--- config.mk ---
export PLATFORM = sky130hd
export DESIGN_NAME = regfile_wb_arbiter
export DESIGN_NICKNAME = d
export VERILOG_FILES = /design/src/rtl/regfile_wb_arbiter.sv
export SDC_FILE = /design/constraint.sdc
export NUM_CORES = 1
export LEC_CHECK = 0
export CORE_ASPECT_RATIO = 0.8
export CORE_MARGIN = 5
export CORE_UTILIZATION = 25
export CTS_CLUSTER_DIAMETER = 200
export DETAILED_ROUTE_END_ITERATION = 10
export SKIP_LAST_GASP = 1
export SLEW_MARGIN = 15
export SYNTH_ARGS = -nofsm -noshare
export SYNTH_HDL_FRONTEND = slang
export SYNTH_SLANG_ARGS = --single-unit
--- constraint.sdc ---
create_clock -name clk -period 4.3 [get_ports clk]
set_input_delay 1.29 -clock clk [delete_from_list [all_inputs] [get_ports clk]]
set_output_delay 1.29 -clock clk [all_outputs]
set_load 0.1 [all_outputs]
--- src/rtl/regfile_wb_arbiter.sv ---
// regfile_wb_arbiter
//   Shares the single register-file write port between the in-order pipeline WB stage and the
//   multi-cycle MUL/DIV unit. MUL/DIV results are buffered in a small FIFO and written in cycles
//   with no pipeline write. If the pipeline keeps winning while the FIFO holds data, a one-cycle
//   pipeline stall is forced so the FIFO head can drain.
//
// Ports
//   clk, rst              clock; synchronous active-high reset
//   wb_valid/rd/data      pipeline WB result (rd==0 is never written)
//   md_valid/rd/data      MUL/DIV result offer; md_ready is the FIFO accept
//   stall_pipe            registered; pipeline holds its WB inputs while high
//   rf_we/rf_rd/rf_wdata  register-file write port (combinational)
//   md_count              FIFO occupancy

module regfile_wb_arbiter #(
  parameter int unsigned XLEN       = 32,
  parameter int unsigned DEPTH      = 4,
  parameter int unsigned STARVE_MAX = 8
) (
  input  logic                     clk,
  input  logic                     rst,
  input  logic                     wb_valid,
  input  logic [4:0]               wb_rd,
  input  logic [XLEN-1:0]          wb_data,
  input  logic                     md_valid,
  input  logic [4:0]               md_rd,
  input  logic [XLEN-1:0]          md_data,
  output logic                     md_ready,
  output logic                     stall_pipe,
  output logic                     rf_we,
  output logic [4:0]               rf_rd,
  output logic [XLEN-1:0]          rf_wdata,
  output logic [$clog2(DEPTH):0]   md_count
);

  localparam int unsigned PtrW = $clog2(DEPTH);
  localparam int unsigned CntW = PtrW + 1;
  localparam int unsigned StvW = $clog2(STARVE_MAX + 1);

  typedef enum logic [0:0] {StNormal, StForce} state_e;

  state_e          state_q, state_d;
  logic [PtrW-1:0] wr_ptr_q, wr_ptr_d;
  logic [PtrW-1:0] rd_ptr_q, rd_ptr_d;
  logic [CntW-1:0] count_q, count_d;
  logic [StvW-1:0] starve_q, starve_d;
  logic [StvW-1:0] starve_inc;

  // FIFO storage needs no reset: occupancy is tracked by count_q alone.
  logic [4:0]      mem_rd   [DEPTH];
  logic [XLEN-1:0] mem_data [DEPTH];

  logic fifo_empty;
  logic pipe_req;
  logic accept;
  logic push;
  logic pop;

  assign fifo_empty = (count_q == '0);
  assign stall_pipe = (state_q == StForce);
  assign pipe_req   = wb_valid && !stall_pipe && (wb_rd != 5'd0);
  assign md_ready   = !rst && (count_q < CntW'(DEPTH));
  assign accept     = md_valid && md_ready;
  // Results targeting x0 are accepted from MUL/DIV but never stored.
  assign push       = accept && (md_rd != 5'd0);
  assign starve_inc = starve_q + StvW'(1);
  assign md_count   = count_q;

  // Arbitration and FSM next state
  always_comb begin
    state_d  = state_q;
    starve_d = starve_q;
    pop      = 1'b0;
    rf_we    = 1'b0;
    rf_rd    = 5'd0;
    rf_wdata = '0;

    unique case (state_q)
      StNormal: begin
        if (pipe_req) begin
          rf_we    = 1'b1;
          rf_rd    = wb_rd;
          rf_wdata = wb_data;
          if (!fifo_empty) begin
            if (starve_inc == StvW'(STARVE_MAX)) begin
              state_d  = StForce;
              starve_d = '0;
            end else begin
              starve_d = starve_inc;
            end
          end
        end else if (!fifo_empty) begin
          rf_we    = 1'b1;
          rf_rd    = mem_rd[rd_ptr_q];
          rf_wdata = mem_data[rd_ptr_q];
          pop      = 1'b1;
          starve_d = '0;
        end
      end
      StForce: begin
        // WB inputs are ignored here; the pipeline re-presents them next cycle.
        if (!fifo_empty) begin
          rf_we    = 1'b1;
          rf_rd    = mem_rd[rd_ptr_q];
          rf_wdata = mem_data[rd_ptr_q];
          pop      = 1'b1;
        end
        starve_d = '0;
        state_d  = StNormal;
      end
      default: state_d = StNormal;
    endcase

    if (rst) begin
      rf_we = 1'b0;
      pop   = 1'b0;
    end
  end

  // FIFO pointer and occupancy next state
  always_comb begin
    wr_ptr_d = wr_ptr_q;
    rd_ptr_d = rd_ptr_q;
    count_d  = count_q;
    if (push) begin
      wr_ptr_d = wr_ptr_q + PtrW'(1);
    end
    if (pop) begin
      rd_ptr_d = rd_ptr_q + PtrW'(1);
    end
    count_d = count_q + CntW'(push) - CntW'(pop);
  end

  always_ff @(posedge clk) begin
    if (rst) begin
      state_q  <= StNormal;
      starve_q <= '0;
      wr_ptr_q <= '0;
      rd_ptr_q <= '0;
      count_q  <= '0;
    end else begin
      state_q  <= state_d;
      starve_q <= starve_d;
      wr_ptr_q <= wr_ptr_d;
      rd_ptr_q <= rd_ptr_d;
      count_q  <= count_d;
    end
  end

  always_ff @(posedge clk) begin
    if (push) begin
      mem_rd[wr_ptr_q]   <= md_rd;
      mem_data[wr_ptr_q] <= md_data;
    end
  end

endmodule

==> flow_summary_export.csv <==
group,metric,value,unit
run_status,status,"finished clean",
synthesis,synth.area.top_cells,"edfxtp_1, mux4_2, a22o_1",
clock_tree,cts_hold_buf,0,
grt,grtUsageMet3,3.785,%
grt,grt_pass1_vias,4192,
floorplanning,rows,52,
grt,grt-ovfl-total,0,
routing,finalWirelength,16280,um
synthesis,ys_warn_count,0,
grt,met1_usage,14.37,%
clock_tree,cts_buffers,17,
final_layout,area_growth,48.51,%
setup_path,worstPathArrival,2980,ps
clock_tree,cts_max_path_buffers,2,
synthesis,synth_top_area_share,68.73,%
clock_tree,clock_latency,420,ps
grt,grt_max_degree,38,
synthesis,yosysUniqueCellTypes,34,
power_and_ir_drop,p_int,3529,uW
routing,via_per_inst,4.600,
timing,tightest_slew,1125,ps
place,place_ws,-270.6,ps
job,drv_cap,0,
clock_tree,root_buffer,"clkbuf_16",
timing,setup_viol,0,
place,routabilityCongestion,0.6640,
final_layout,fillers,2339,
setup_path,required,3010,ps
grt,antenna_found_initial,0,
power_and_ir_drop,switching_power,1992,uW
power_and_ir_drop,comb_power_share,37.6,%
floorplanning,pin_count,121,
setup_path,critPathKind,"input port to primary output",
synthesis,syn_avg_cell_area,19.71,um2
timing,maxSlewViolCount,0,
synthesis,synth_commonest_cells,"edfxtp_1, a22o_1, mux4_2",
timing,hold_viol_final,0,
synthesis,synth_area,0.006466,mm2
final_layout,layout.cells.non_filler,806,
synthesis,synth_edf_count,148,
power_and_ir_drop,p_leak,0.003233,uW
setup_path,crit_path_start,"wb_rd[4]",
setup_path,timing.rr.start,"md_count[1]",
timing,hold_slack,497.7,ps
routing,drc,0,
grt,grt_pass1_wl,25170,um
synthesis,synthFlopType,"edfxtp_1",
timing,fmax,233.9,MHz
timing,slew-limit-headroom,25.03,%
place,portBuffers,120,
setup_path,worstSetupEndpointType,"primary output",
synthesis,yosysSeqAreaShare,73.07,%
grt,use_met2,19.41,%
routing,drt_iter0_drc,213,
timing,finalCritPeriodShare,99.41,%
grt,grtUsageTotal,11.49,%
routing,postRouteAntennaNets,0,
final_layout,nNetsFinal,556,
synthesis,syn-num-nets,415,
timing,setup_slack,25.44,ps
synthesis,yosysTopAreaCell,"edfxtp_1",
timing,rsz0062_at_grt,"true",
power_and_ir_drop,power_density,575.0,mW/mm2
routing,wire_per_inst,20.19,um
min_path,min_path_type,"flop to flop",
routing,drt_first_pass_iters,4,
clock_tree,clk_pin_slew,70,ps
power_and_ir_drop,pwr-share-clk,28.3,%
power_and_ir_drop,swShare,36.08,%
floorplanning,dieArea,0.02920,mm2
place,dp_hpwl,9573,um
clock_tree,cts_tree,"done",
place,placed_cells_incl_taps,761,
synthesis,synth_seq_cells,162,
synthesis,synthArstFlopShare,0,%
floorplanning,coreArea,0.02537,mm2
floorplanning,initial_core_util,25.48,%
min_path,min_from,"rd_ptr_q[1]",
final_layout,antenna_cells,0,
timing,finalCriticalPeriod,4275,ps
power_and_ir_drop,pwr-share-seq,34.1,%
timing,setup_tns,0,ps
synthesis,synth_most_common_cell,"edfxtp_1",
routing,vias,3708,
clock_tree,htree_levels,4,
timing,fin_worst_skew,16.00,ps
grt,grt.busiest_layer,"met2",
floorplanning,dieHeight,153.8,um
synthesis,syn_inst,328,
floorplanning,die_width,189.8,um
setup_path,crit_path_start_kind,"input port",
final_layout,drive_gt1_share,37.76,%
final_layout,fin_util,37.85,%
clock_tree,clock_sinks,162,
power_and_ir_drop,peakVddDrop,0.3553,mV
setup_path,path_max_fanout,6,
## cells in the final DEF (no fill, tap or decap), types with 2 or more instances in the layout
cell type	instances
a22o_2	19
nand3b_1	2
nor2_1	5
clkinv_4	3
mux4_2	37
nand4b_1	2
a21oi_1	6
o21ai_0	2
xnor2_1	3
clkbuf_16	17
clkbuf_2	2
nor3_1	2
buf_16	7
a22o_4	18
buf_12	46
clkdlybuf4s50_1	76
and2_2	4
inv_8	6
or4_1	3
inv_1	8
nand2_1	7
ha_1	8
buf_4	6
or3_1	2
nor2_2	2
o31ai_1	2
edfxtp_1	148
clkinv_8	5
dfxtp_1	12
## power groups by stage
stage / logic, uW / registers [uW] / clock network (uW)
finish: 2070 / 1880 / 1560
global route: 2160 / 1900 / 1680
CTS: 2100 / 1890 / 1610
detailed placement: 1860 / 1920 / 0
global placement: 1840 / 1920 / 0
floorplan: 1170 / 1920 / 0
## per-layer routing
layer  up-vias  wire (um)
met5         -          0
met4         0        168
met3        13        716
met2        95       8245
met1      1948       7146
li1       1652          -
## flip-flops by register name (all words and copies together) (netlist names), named ones only
name        count
starve_q        4
md_count        3
mem_rd         20
mem_data      128
wr_ptr_q        2
rd_ptr_q        2
stall_pipe      1
## stage by stage
step / area, um2 / total power (uW)
after floorplan: 6518 / 3087
after global placement: 8536 / 3753
after detailed placement: 8536 / 3788
after CTS: 9565 / 5602
after global routing: 9603 / 5736
final: 9603 / 5521
## path summary, 6_finish.rpt
| path | end | slack, ps | depth (start not counted) |
|---|---|---|---|
| hold reg to reg | flop | 500 | 2 |
| setup / recovery | rf_wdata[0] | 30 | 9 |
| hold / removal | flop | 500 | 2 |
| setup reg to reg | md_count[2] | 1710 | 10 |
## cell families after synthesis
group	after synthesis	synth area share, %
flops	162	73.06
compound gates	53	6.656
mux	37	12.89
simple gates	36	3.173
buf+inv	27	1.819
fa+ha+maj	9	1.858
xor+xnor	4	0.5419
## timing repair
| action | in CTS | in global routing |
|---|---|---|
| pin swaps | 4 | 4 |
| endpoints found under the setup margin | 38 | 37 |
| buffers inserted | 5 | 1 |
| cloned | 6 | 0 |
| resized for setup | 43 | 7 |
## worst max-delay path: stages
cell,delay [ps]
buf_6,90
or4_4,530
o21a_4,230
nor2_4,140
buf_12,140
buf_12,120
buf_16,130
a22o_4,140
buf_12,170
## area by class of cell
cell class	instances	area, um2	share of cell area, %
Inverter	8	30.03	0.3127
Tap cell	324	405.4	4.222
Clock inverter	15	205.2	2.137
Multi-Input combinational cell	139	1834	19.10
Sequential cell	162	4730	49.25
Clock buffer	17	425.4	4.430
Timing Repair Buffer	141	1973	20.55
Power figures use the tool's default switching activity.
